<file path="config.mk">
export PLATFORM = sky130hd
export DESIGN_NAME = psram_ctrl_flat
export DESIGN_NICKNAME = d
export VERILOG_FILES = /design/src/rtl/psram_ctrl_if.sv /design/src/rtl/psram_ctrl.sv /design/src/flat_wrapper.sv
export SDC_FILE = /design/constraint.sdc
export NUM_CORES = 1
export LEC_CHECK = 0
export CORE_MARGIN = 3
export CORE_UTILIZATION = 55
export DETAILED_ROUTE_END_ITERATION = 7
export PLACE_DENSITY = 0.9
export SLEW_MARGIN = 0
export SYNTH_ARGS = -nofsm -noshare
export SYNTH_HDL_FRONTEND = slang
export SYNTH_SLANG_ARGS = --single-unit
</file>
<file path="constraint.sdc">
create_clock -name clock -period 6.15 [get_ports clock]
set_clock_uncertainty 0.05 [all_clocks]
set_input_delay 0.615 -clock clock [delete_from_list [all_inputs] [get_ports clock]]
set_output_delay 0.615 -clock clock [all_outputs]
set_load 0.01 [all_outputs]
</file>
<file path="src/rtl/psram_ctrl_if.sv">
// psram_ctrl_if
// Request/response bundle between the SoC bus bridge and psram_ctrl.
//   req_valid/req_ready  request handshake
//   req_we               1 = write, 0 = read
//   req_addr             24-bit byte address
//   req_size             0 = 1 B, 1 = 2 B, 2/3 = 4 B
//   req_wdata            little-endian write data
//   rsp_valid            one-cycle response strobe (no backpressure)
//   rsp_rdata            little-endian read data, upper unused bytes 0
//   rsp_err              error flag, qualified by rsp_valid
// Modports: master = bus bridge side, slave = controller side.
interface psram_ctrl_if;
  logic        req_valid;
  logic        req_ready;
  logic        req_we;
  logic [23:0] req_addr;
  logic [1:0]  req_size;
  logic [31:0] req_wdata;
  logic        rsp_valid;
  logic [31:0] rsp_rdata;
  logic        rsp_err;

  modport master (
    output req_valid, req_we, req_addr, req_size, req_wdata,
    input  req_ready, rsp_valid, rsp_rdata, rsp_err
  );

  modport slave (
    input  req_valid, req_we, req_addr, req_size, req_wdata,
    output req_ready, rsp_valid, rsp_rdata, rsp_err
  );
endinterface

</file>
<file path="src/rtl/psram_ctrl.sv">
// psram_ctrl
// Bus-side master for the QSPI PSRAM. Each accepted request is serialised as
// 8 command bits on dio[0], six address nibbles, then two nibbles per data
// byte (high nibble first), followed by a one-cycle response.
// Ports:
//   clock, reset_n      system clock, async active-low reset
//   bus (slave)         request/response bundle, see psram_ctrl_if
//   psram_sck           serial clock (registered)
//   psram_ce_n          chip enable, active low (registered)
//   psram_dio_out/_oe   pin drive data and per-pin output enable (registered)
//   psram_dio_in        pin sample data
// Parameter CLK_DIV (1..8): sck half-period in clock cycles.
// Optional feature: define PSRAM_CTRL_RANGE_CHECK_EN to reject requests
// outside 4 MiB or misaligned to their size (rsp_err = 1, no pin activity).
module psram_ctrl #(
  parameter int unsigned CLK_DIV = 1
) (
  input  logic         clock,
  input  logic         reset_n,
  psram_ctrl_if.slave  bus,
  output logic         psram_sck,
  output logic         psram_ce_n,
  output logic [3:0]   psram_dio_out,
  output logic [3:0]   psram_dio_oe,
  input  logic [3:0]   psram_dio_in
);

  typedef enum logic [2:0] {
    IDLE = 3'd0,
    CMD  = 3'd1,
    ADDR = 3'd2,
    DATA = 3'd3,
    DONE = 3'd4
  } state_t;

  localparam logic [2:0] HALF_LAST = 3'(CLK_DIV - 1);

  state_t      state, state_nxt;
  logic [2:0]  div_cnt, div_nxt;
  logic [4:0]  pulse, pulse_nxt;
  logic        sck, sck_nxt;
  logic        ce_n, ce_n_nxt;
  logic [3:0]  dio_out, dio_out_nxt;
  logic [3:0]  oe, oe_nxt;
  logic        we_q, we_nxt;
  logic [23:0] addr_q, addr_nxt;
  logic [31:0] wdata_q, wdata_nxt;
  logic [4:0]  last_q, last_nxt;
  logic [31:0] rdata_q, rdata_nxt;
  logic        rsp_valid, rsp_valid_nxt;
  logic [31:0] rsp_rdata, rsp_rdata_nxt;
  logic        rsp_err, rsp_err_nxt;
  logic        ready, ready_nxt;
  logic        rej_pend, rej_pend_nxt;
  logic        reject;
  logic        start_unit;
  logic [4:0]  term;

  // Nibble driven on dio_out for a given protocol unit.
  function automatic logic [3:0] unit_nibble(input state_t st, input logic [4:0] p,
                                             input logic we, input logic [23:0] a,
                                             input logic [31:0] wd);
    logic [7:0] cmd;
    logic [7:0] byte_v;
    cmd         = we ? 8'h38 : 8'hEB;
    byte_v      = 8'(wd >> {p[2:1], 3'b000});
    unit_nibble = 4'h0;
    case (st)
      CMD:     unit_nibble = {3'b000, cmd[3'd7 - p[2:0]]};
      ADDR:    unit_nibble = 4'(a >> (5'd20 - {p[2:0], 2'b00}));
      DATA:    unit_nibble = we ? (p[0] ? byte_v[3:0] : byte_v[7:4]) : 4'h0;
      default: unit_nibble = 4'h0;
    endcase
  endfunction

  // Output-enable pattern for a given protocol unit.
  function automatic logic [3:0] unit_oe(input state_t st, input logic we);
    case (st)
      CMD:     unit_oe = 4'b0001;
      ADDR:    unit_oe = 4'b1111;
      DATA:    unit_oe = we ? 4'b1111 : 4'b0000;
      default: unit_oe = 4'b0000;
    endcase
  endfunction

`ifdef PSRAM_CTRL_RANGE_CHECK_EN
  // Request rejection: outside 4 MiB or misaligned to its size.
  always_comb begin
    reject = (bus.req_addr[23:22] != 2'b00);
    case (bus.req_size)
      2'd0:    reject = reject;
      2'd1:    reject = reject | bus.req_addr[0];
      default: reject = reject | (bus.req_addr[1:0] != 2'b00);
    endcase
  end
`else
  assign reject = 1'b0;
`endif

  // Next-state and next-output logic for the transfer FSM.
  always_comb begin
    state_nxt     = state;
    div_nxt       = div_cnt;
    pulse_nxt     = pulse;
    sck_nxt       = sck;
    ce_n_nxt      = ce_n;
    dio_out_nxt   = dio_out;
    oe_nxt        = oe;
    we_nxt        = we_q;
    addr_nxt      = addr_q;
    wdata_nxt     = wdata_q;
    last_nxt      = last_q;
    rdata_nxt     = rdata_q;
    rsp_valid_nxt = 1'b0;
    rsp_rdata_nxt = rsp_rdata;
    rsp_err_nxt   = rsp_err;
    rej_pend_nxt  = rej_pend;
    start_unit    = 1'b0;

    case (state)
      CMD:     term = 5'd7;
      ADDR:    term = 5'd5;
      default: term = last_q;
    endcase

    case (state)
      IDLE: begin
        if (rej_pend) begin
          // Rejected request: respond without touching the pins.
          state_nxt     = DONE;
          rsp_valid_nxt = 1'b1;
          rsp_err_nxt   = 1'b1;
          rsp_rdata_nxt = 32'h0;
          rej_pend_nxt  = 1'b0;
        end else if (bus.req_valid && ready) begin
          we_nxt    = bus.req_we;
          addr_nxt  = bus.req_addr;
          wdata_nxt = bus.req_wdata;
          rdata_nxt = 32'h0;
          case (bus.req_size)
            2'd0:    last_nxt = 5'd1;
            2'd1:    last_nxt = 5'd3;
            default: last_nxt = 5'd7;
          endcase
          if (reject) begin
            rej_pend_nxt = 1'b1;
          end else begin
            state_nxt  = CMD;
            ce_n_nxt   = 1'b0;
            sck_nxt    = 1'b0;
            div_nxt    = 3'd0;
            pulse_nxt  = 5'd0;
            start_unit = 1'b1;
          end
        end else begin
          state_nxt = IDLE;
        end
      end

      CMD, ADDR, DATA: begin
        if (div_cnt != HALF_LAST) begin
          div_nxt = div_cnt + 3'd1;
        end else begin
          div_nxt = 3'd0;
          if (!sck) begin
            // Rising edge: sample the device before it advances.
            sck_nxt = 1'b1;
            if (state == DATA && !we_q) begin
              rdata_nxt = rdata_q | (32'(psram_dio_in) << {pulse[2:1], ~pulse[0], 2'b00});
            end else begin
              rdata_nxt = rdata_q;
            end
          end else begin
            // Falling edge: start the next unit's low half.
            sck_nxt = 1'b0;
            if (pulse != term) begin
              pulse_nxt  = pulse + 5'd1;
              start_unit = 1'b1;
            end else begin
              case (state)
                CMD: begin
                  state_nxt  = ADDR;
                  pulse_nxt  = 5'd0;
                  start_unit = 1'b1;
                end
                ADDR: begin
                  state_nxt  = DATA;
                  pulse_nxt  = 5'd0;
                  start_unit = 1'b1;
                end
                default: begin
                  state_nxt     = DONE;
                  ce_n_nxt      = 1'b1;
                  oe_nxt        = 4'b0000;
                  dio_out_nxt   = 4'h0;
                  rsp_valid_nxt = 1'b1;
                  rsp_err_nxt   = 1'b0;
                  rsp_rdata_nxt = we_q ? 32'h0 : rdata_q;
                end
              endcase
            end
          end
        end
      end

      DONE: begin
        state_nxt = IDLE;
      end

      default: begin
        state_nxt = IDLE;
      end
    endcase

    if (start_unit) begin
      dio_out_nxt = unit_nibble(state_nxt, pulse_nxt, we_nxt, addr_nxt, wdata_nxt);
      oe_nxt      = unit_oe(state_nxt, we_nxt);
    end else begin
      dio_out_nxt = dio_out_nxt;
    end

    ready_nxt = (state_nxt == IDLE) && !rej_pend_nxt;
  end

  // State and output registers.
  always_ff @(posedge clock or negedge reset_n) begin
    if (!reset_n) begin
      state     <= IDLE;
      div_cnt   <= 3'd0;
      pulse     <= 5'd0;
      sck       <= 1'b0;
      ce_n      <= 1'b1;
      dio_out   <= 4'h0;
      oe        <= 4'h0;
      we_q      <= 1'b0;
      addr_q    <= 24'h0;
      wdata_q   <= 32'h0;
      last_q    <= 5'd0;
      rdata_q   <= 32'h0;
      rsp_valid <= 1'b0;
      rsp_rdata <= 32'h0;
      rsp_err   <= 1'b0;
      ready     <= 1'b1;
      rej_pend  <= 1'b0;
    end else begin
      state     <= state_nxt;
      div_cnt   <= div_nxt;
      pulse     <= pulse_nxt;
      sck       <= sck_nxt;
      ce_n      <= ce_n_nxt;
      dio_out   <= dio_out_nxt;
      oe        <= oe_nxt;
      we_q      <= we_nxt;
      addr_q    <= addr_nxt;
      wdata_q   <= wdata_nxt;
      last_q    <= last_nxt;
      rdata_q   <= rdata_nxt;
      rsp_valid <= rsp_valid_nxt;
      rsp_rdata <= rsp_rdata_nxt;
      rsp_err   <= rsp_err_nxt;
      ready     <= ready_nxt;
      rej_pend  <= rej_pend_nxt;
    end
  end

  assign bus.req_ready  = ready;
  assign bus.rsp_valid  = rsp_valid;
  assign bus.rsp_rdata  = rsp_rdata;
  assign bus.rsp_err    = rsp_err;
  assign psram_sck      = sck;
  assign psram_ce_n     = ce_n;
  assign psram_dio_out  = dio_out;
  assign psram_dio_oe   = oe;

endmodule

</file>
<file path="src/flat_wrapper.sv">
// flat-port wrapper written by rule: the top's interface ports become plain ports
module psram_ctrl_flat 
#(
  parameter int unsigned CLK_DIV = 1
)
  (clock, reset_n, psram_sck, psram_ce_n, psram_dio_out, psram_dio_oe, psram_dio_in, bus_req_valid, bus_req_we, bus_req_addr, bus_req_size, bus_req_wdata, bus_req_ready, bus_rsp_valid, bus_rsp_rdata, bus_rsp_err);
  psram_ctrl_if bus_i ();
  input  logic clock;
  input  logic reset_n;
  output logic psram_sck;
  output logic psram_ce_n;
  output logic [3:0] psram_dio_out;
  output logic [3:0] psram_dio_oe;
  input  logic [3:0] psram_dio_in;
  input wire logic [$bits(bus_i.req_valid)-1:0] bus_req_valid;
  input wire logic [$bits(bus_i.req_we)-1:0] bus_req_we;
  input wire logic [$bits(bus_i.req_addr)-1:0] bus_req_addr;
  input wire logic [$bits(bus_i.req_size)-1:0] bus_req_size;
  input wire logic [$bits(bus_i.req_wdata)-1:0] bus_req_wdata;
  output wire logic [$bits(bus_i.req_ready)-1:0] bus_req_ready;
  output wire logic [$bits(bus_i.rsp_valid)-1:0] bus_rsp_valid;
  output wire logic [$bits(bus_i.rsp_rdata)-1:0] bus_rsp_rdata;
  output wire logic [$bits(bus_i.rsp_err)-1:0] bus_rsp_err;
  assign bus_i.req_valid = bus_req_valid;
  assign bus_i.req_we = bus_req_we;
  assign bus_i.req_addr = bus_req_addr;
  assign bus_i.req_size = bus_req_size;
  assign bus_i.req_wdata = bus_req_wdata;
  assign bus_req_ready = bus_i.req_ready;
  assign bus_rsp_valid = bus_i.rsp_valid;
  assign bus_rsp_rdata = bus_i.rsp_rdata;
  assign bus_rsp_err = bus_i.rsp_err;
  psram_ctrl #(.CLK_DIV(CLK_DIV)) u_core (.clock(clock), .reset_n(reset_n), .bus(bus_i), .psram_sck(psram_sck), .psram_ce_n(psram_ce_n), .psram_dio_out(psram_dio_out), .psram_dio_oe(psram_dio_oe), .psram_dio_in(psram_dio_in));
endmodule
</file>
======== After elaboration in Yosys (flattened, before gate mapping) ========
Index checks and enable logic that the tools add are counted.
word-level totals
  output and inout bits ................... 45
  flip-flop bits (word level) ............. 151
  word-level logic and storage cells ...... 159
  bits of input ports ..................... 66
cells by class
  magnitude comparators ................... 1
  $add $sub $neg .......................... 4
  bitwise operators ....................... 3
  mux-type cells .......................... 87
  shifts and indexed selects .............. 3
  eq/ne operators ......................... 21
  reduce and logical (&&, ||, !) cells .... 22
operators with widths
  cell                                           number
  2-to-1 mux 32 bit                              14
  one-hot mux 32 bit (2 select lines)            2
  2-to-1 mux 24 bit                              3
  2-to-1 mux 4 bit                               10
  OR 32 bit                                      1
  << shifter 4 x 5 -> 32 bit                     1
  right shift 32 x 5 -> 8 bit                    1
  2-to-1 mux 1 bit                               30
  2-to-1 mux 5 bit                               6
  one-hot mux 3 bit (2 select lines)             4
  one-hot mux 4 bit (3 select lines)             2
  right shift 24 x 5 -> 4 bit                    1
  2-to-1 mux 3 bit                               7
  one-hot mux 5 bit (2 select lines)             2
  AND reduction 6 bit                            3
  != test 2 x 1 -> 1 bit, second input constant  7
  == test 3 x 2 -> 1 bit, second input constant  4
  != test 2 bit, second input constant           5
  one-hot mux 1 bit (2 select lines)             5
  2-to-1 mux 8 bit                               1
  AND reduction 7 bit                            1
  == test 3 x 1 -> 1 bit, second input constant  2
  zero test 3 bit                                2
  AND reduction 3 bit                            2
  other kinds (19)                               25

======== Depth between registers and ports, before layout ========
  depth after elaboration ................. 12
  gate-level depth with buffers ........... 14
  depth with buffers taken out ............ 11

======== Least setup slack after synthesis ========
Ideal clock, no wire load.
  path kind ............................... register to register
  start point ............................. register u_core.div_cnt[0]
  end point ............................... register u_core.dio_out[0] (netlist: u_core.psram_dio_out[0])
  data required time ...................... 5,960 ps
  period minus slack after synthesis ...... 2,757 ps
  slack ................................... 3,393 ps
  library setup time ...................... 140 ps
  cell stages (with the launch flop) ...... 14
  buffers on the path ..................... 2
  arrival ................................. 2,566 ps
  cells stage by stage .................... dfrtp_1 inv_1 ha_1 nor2b_1 and2_0 clkbuf_1 o21ai_0 a211o_1 nand2_4 inv_2 buf_6 mux2_1 a221oi_1 o211ai_1
on the way
  longest elaborated chain between the ends .. 8
  elaborated cells on any way between the ends .. 26
  classes of those cells .................. add/sub (2); eq/ne (6); shift (2); mux (12); reduce/logical (4)
RTL lines
  element                                                   RTL line           source
  start, declared                                           psram_ctrl.sv:39   logic [2:0] div_cnt, div_nxt;
  start signal, assigned                                    psram_ctrl.sv:247  div_cnt <= div_nxt;
  nonzero test 3 bit (*)                                    psram_ctrl.sv:161  if (div_cnt != HALF_LAST) begin
  branches (longest 7 deep; another with subtractor 5 bit)  -
  end signal, assigned                                      psram_ctrl.sv:251  dio_out <= dio_out_nxt;
  end, declared                                             psram_ctrl.sv:43   logic [3:0] dio_out, dio_out_nxt;
Mark *: on every way between the ends. The select of a mux whose other input is x is not followed.
A chain may end at the register's enable or synchronous reset.

======== Worst setup path in the final report ========
  start point ............................. register u_core.state[1]
  end point ............................... register u_core.dio_out[3] (netlist: u_core.psram_dio_out[3])
on the way
  longest elaborated chain between the ends .. 12
  elaborated cells on any way between the ends .. 42
  classes of those cells .................. add/sub (1); eq/ne (10); shift (2); mux (23); reduce/logical (6)
RTL lines
  element                                                    RTL line           source
  start, declared                                            psram_ctrl.sv:38   state_t state, state_nxt;
  start signal, assigned                                     psram_ctrl.sv:246  state <= state_nxt;
  branches (longest 12 deep; another with subtractor 5 bit)  -
Parallel ways; which one is timed is not known. The select of a mux whose other input is x is not followed.

==> qor.txt <==
status: finished, final reports clean
Distinct cells, synth: 62
Tmin final: 3.50 ns
Setup crit end kind: flop
final worst slack: 2.65 ns
vias per cell: 5.87
die area: 13500 um^2
critical path fanouts, max: 20
nets: 859
antenna violations before repair: 0
Worst EP required: 6.39 ns
WL/cell: 17.6 um
worst setup path end: u_core.psram_dio_out[3]$_DFFE_PN0P_
vias in the first global route: 5446
synth warn: 0
area grow syn2layout: 25.2%
Fin. Hold Viols: 0
CORE AREA: 11700 um^2
first-pass GRT wire length: 27400 um
CP Cell Sequence: xor2_1, a211oi_1, o211a_1, a211o_1, nand2_4, inv_2, mux4_2, mux2i_1, o2111ai_1
# Post-CTS Setup Buffers: 0
slew margin rel.: 30.0%
global route overflow: 0
Most used DFF post-synth: dfrtp_1
Levels on crit path: 9
Seq/Total Area, Yosys: 55.0%
worst-margin pin slew: 1.05 ns
H-tree depth: 4
RR Startpoint: u_core.state[1]$_DFF_PN0_
setup TNS: 0 ns
CP Class: flop to flop
Pins Over Slew Limit: 0
Arr. time, crit path: 3.74 ns
slowest CP cell: dfrtp_1
clk slew on worst S/H paths: 0.06 ns
fin crit share: 56.9%
CP bufs+invs: 1
# port buffers: 110
clock sink total: 147
Initial Utilization: 57.4%
Post-synth EDFFs: 0
Die Height: 116 um
Leakage: 4.00 nW
largest net degree at the start of global routing: 95
final setup fails: 0
Total Routing Usage GR: 26.2%
GPL Wtd Cong: 0.887
Highest Clock Rate: 286 MHz
Top-Level Pins: 111
FP Rows: 39
Max Cap Viol: 0
CTS Buf Count: 17
DR pass1 iterations: 5
Peak supply drop: 0.000331 V
layout cells sized above 1: 11.5%
Synth Cell Area: 6700 um^2
Routed Wire Length: 16700 um
startpoint types: flop
# DRC: 0
Hold WC Path Type: primary input to async pin
Iter 0 DRT Violations: 525
clock buffer depth: 2
Root Buffer: clkbuf_16
RSZ-0062 raised after global routing: false
Antenna Nets Post-Route: 0
dpl hpwl: 11300 um
clock latency on the worst-skew pair: 0.43 ns
Cells after Synth: 700
Hold Buf Count CTS: 0
reg2reg path depth: 9
syn nets: 769
flops & latches, synth: 147
delay-heaviest family, CP: compound AO/OA/AOI/OAI gates
via count: 5556
Post-synth ARST share: 100%
R2R Setup Slk: 2.65 ns
pwr/cell area: 493 nW/um^2
CP startpoint: u_core.state[1]$_DFF_PN0_
CTS tree: done
Die W: 116 um
ANT cells: 0
Resized Gates After CTS: 0
dpl ws: 2.49 ns
number of fill cells in the layout: 779
FF-to-FF End: u_core.psram_dio_out[3]$_DFFE_PN0P_
syn_area_per_cell: 9.57 um^2
CP max stage delay: 0.80 ns
==> cells by family (layout without fill, tap and decap cells) <==
kind of cell | Yosys count | after routing | synth area share, %
AND/OR/NAND/NOR | 339 | 339 | 22.0
flip-flops | 147 | 147 | 55.0
AO/OA/AOI/OAI | 132 | 132 | 13.8
buffers and inverters | 56 | 159 | 3.83
multiplexers | 18 | 18 | 4.22
XOR/XNOR | 5 | 5 | 0.654
adder cells (fa/ha/maj) | 3 | 3 | 0.560
==> through the flow <==
| step | instance area (um^2) | total power, mW | hold slack, ns | utilization, % | instances |
|---|---|---|---|---|---|
| 2_1_floorplan | 6700 | 2.65 | 0.269 | - | 700 |
| 3_3_place_gp | 7830 | 3.04 | 0.401 | 67.1 | 914 |
| 3_5_place_dp | 7830 | 3.13 | 0.404 | 67.1 | 914 |
| 4_1_cts | 8380 | 4.12 | 0.255 | 71.8 | 946 |
| 5_1_grt | 8380 | 4.41 | 0.279 | 71.9 | 946 |
| 6_report | 8380 | 4.14 | 0.222 | 71.9 | 946 |
==> cells in the mapped netlist (3+ instances only) <==
cell	count	share of area [%]
a211oi_1	3	0.34
a21oi_1	44	3.3
a31o_2	31	4.1
a31oi_1	3	0.28
and2_1	3	0.28
buf_1	6	0.34
buf_2	16	1.2
buf_4	3	0.34
clkbuf_1	17	0.95
dfrtp_1	145	54
ha_1	3	0.56
inv_1	10	0.56
mux2i_1	8	1.2
mux4_2	8	2.7
nand2_1	194	11
nand2b_1	7	0.65
nand3_1	4	0.30
nand3b_1	3	0.34
nand4_1	5	0.47
nor2_1	69	3.9
nor2b_1	34	3.2
nor3_1	5	0.37
o2111ai_1	3	0.39
o211ai_1	6	0.67
o21ai_0	13	0.97
o41a_1	3	0.50
or4_1	4	0.45
xor2_1	3	0.39
==> registers in the layout (all words and copies together), names as in the netlist <==
| name | flops |
|---|---|
| u_core.addr_q | 24 |
| u_core.bus.req_ready | 1 |
| u_core.bus.rsp_err | 1 |
| u_core.bus.rsp_rdata | 32 |
| u_core.bus.rsp_valid | 1 |
| u_core.div_cnt | 3 |
| u_core.last_q | 3 |
| u_core.psram_ce_n | 1 |
| u_core.psram_dio_oe | 2 |
| u_core.psram_dio_out | 4 |
| u_core.psram_sck | 1 |
| u_core.pulse | 5 |
| u_core.rdata_q | 32 |
| u_core.rej_pend | 1 |
| u_core.state | 3 |
| u_core.wdata_q | 32 |
| u_core.we_q | 1 |
==> final cells by class <==
cell class | count | area (um^2) | area share (%)
inverter | 12 | 45.0 | 0.537
timing repair buffer | 115 | 1140 | 13.6
clock inverter | 13 | 110 | 1.31
clock buffer | 19 | 443 | 5.28
tap | 143 | 179 | 2.13
multi-input combinational | 497 | 2790 | 33.2
sequential | 147 | 3680 | 43.9
==> per-layer routing <==
metal	GRT usage, %	part of all wire (%)	wire length (um)
met4	9.90	2.5	418
met2	41.5	49	8240
met5	0	0	0
met3	7.20	7.0	1180
met1	34.9	41	6850
==> cells in the final DEF (no fill, tap or decap), drive strengths merged, types with 3 or more instances in the layout <==
| cell type | n |
|---|---|
| ha | 3 |
| nand4 | 5 |
| clkdlybuf4s50 | 109 |
| o211ai | 7 |
| nand3b | 3 |
| a31oi | 3 |
| buf | 6 |
| and2 | 4 |
| or4 | 4 |
| xor2 | 3 |
| clkinv | 8 |
| o2111ai | 3 |
| a211oi | 3 |
| inv | 14 |
| nand2 | 195 |
| a21oi | 45 |
| nand2b | 7 |
| mux4 | 8 |
| nor3 | 5 |
| nor2b | 34 |
| a31o | 32 |
| mux2i | 8 |
| clkbuf | 19 |
| nor2 | 71 |
| dfrtp | 145 |
| nand3 | 4 |
| o41a | 3 |
| o21ai | 15 |
==> worst min path at each step <==
stage                                       from                            end  slack [ns]
floorplan                                reset_n     u_core.addr_q[0]$_DFF_PN0_        0.27
global placement    u_core.wdata_q[23]$_DFF_PN0_   u_core.wdata_q[23]$_DFF_PN0_        0.40
detailed placement  u_core.wdata_q[22]$_DFF_PN0_   u_core.wdata_q[22]$_DFF_PN0_        0.40
CTS                                      reset_n   u_core.wdata_q[16]$_DFF_PN0_        0.26
global route                             reset_n  u_core.rdata_q[8]$_DFFE_PN0P_        0.28
finish                                   reset_n  u_core.rdata_q[8]$_DFFE_PN0P_        0.22
==> report_power, final <==
part | leakage, nW | total [mW] | internal (mW) | switching [mW]
sequential | 1.90 | 1.55 | 1.32 | 0.225
combinational | 1.82 | 1.62 | 0.655 | 0.965
clock | 0.273 | 0.971 | 0.565 | 0.406
total | 4.00 | 4.14 | 2.54 | 1.60
Power figures use the tool's default switching activity.
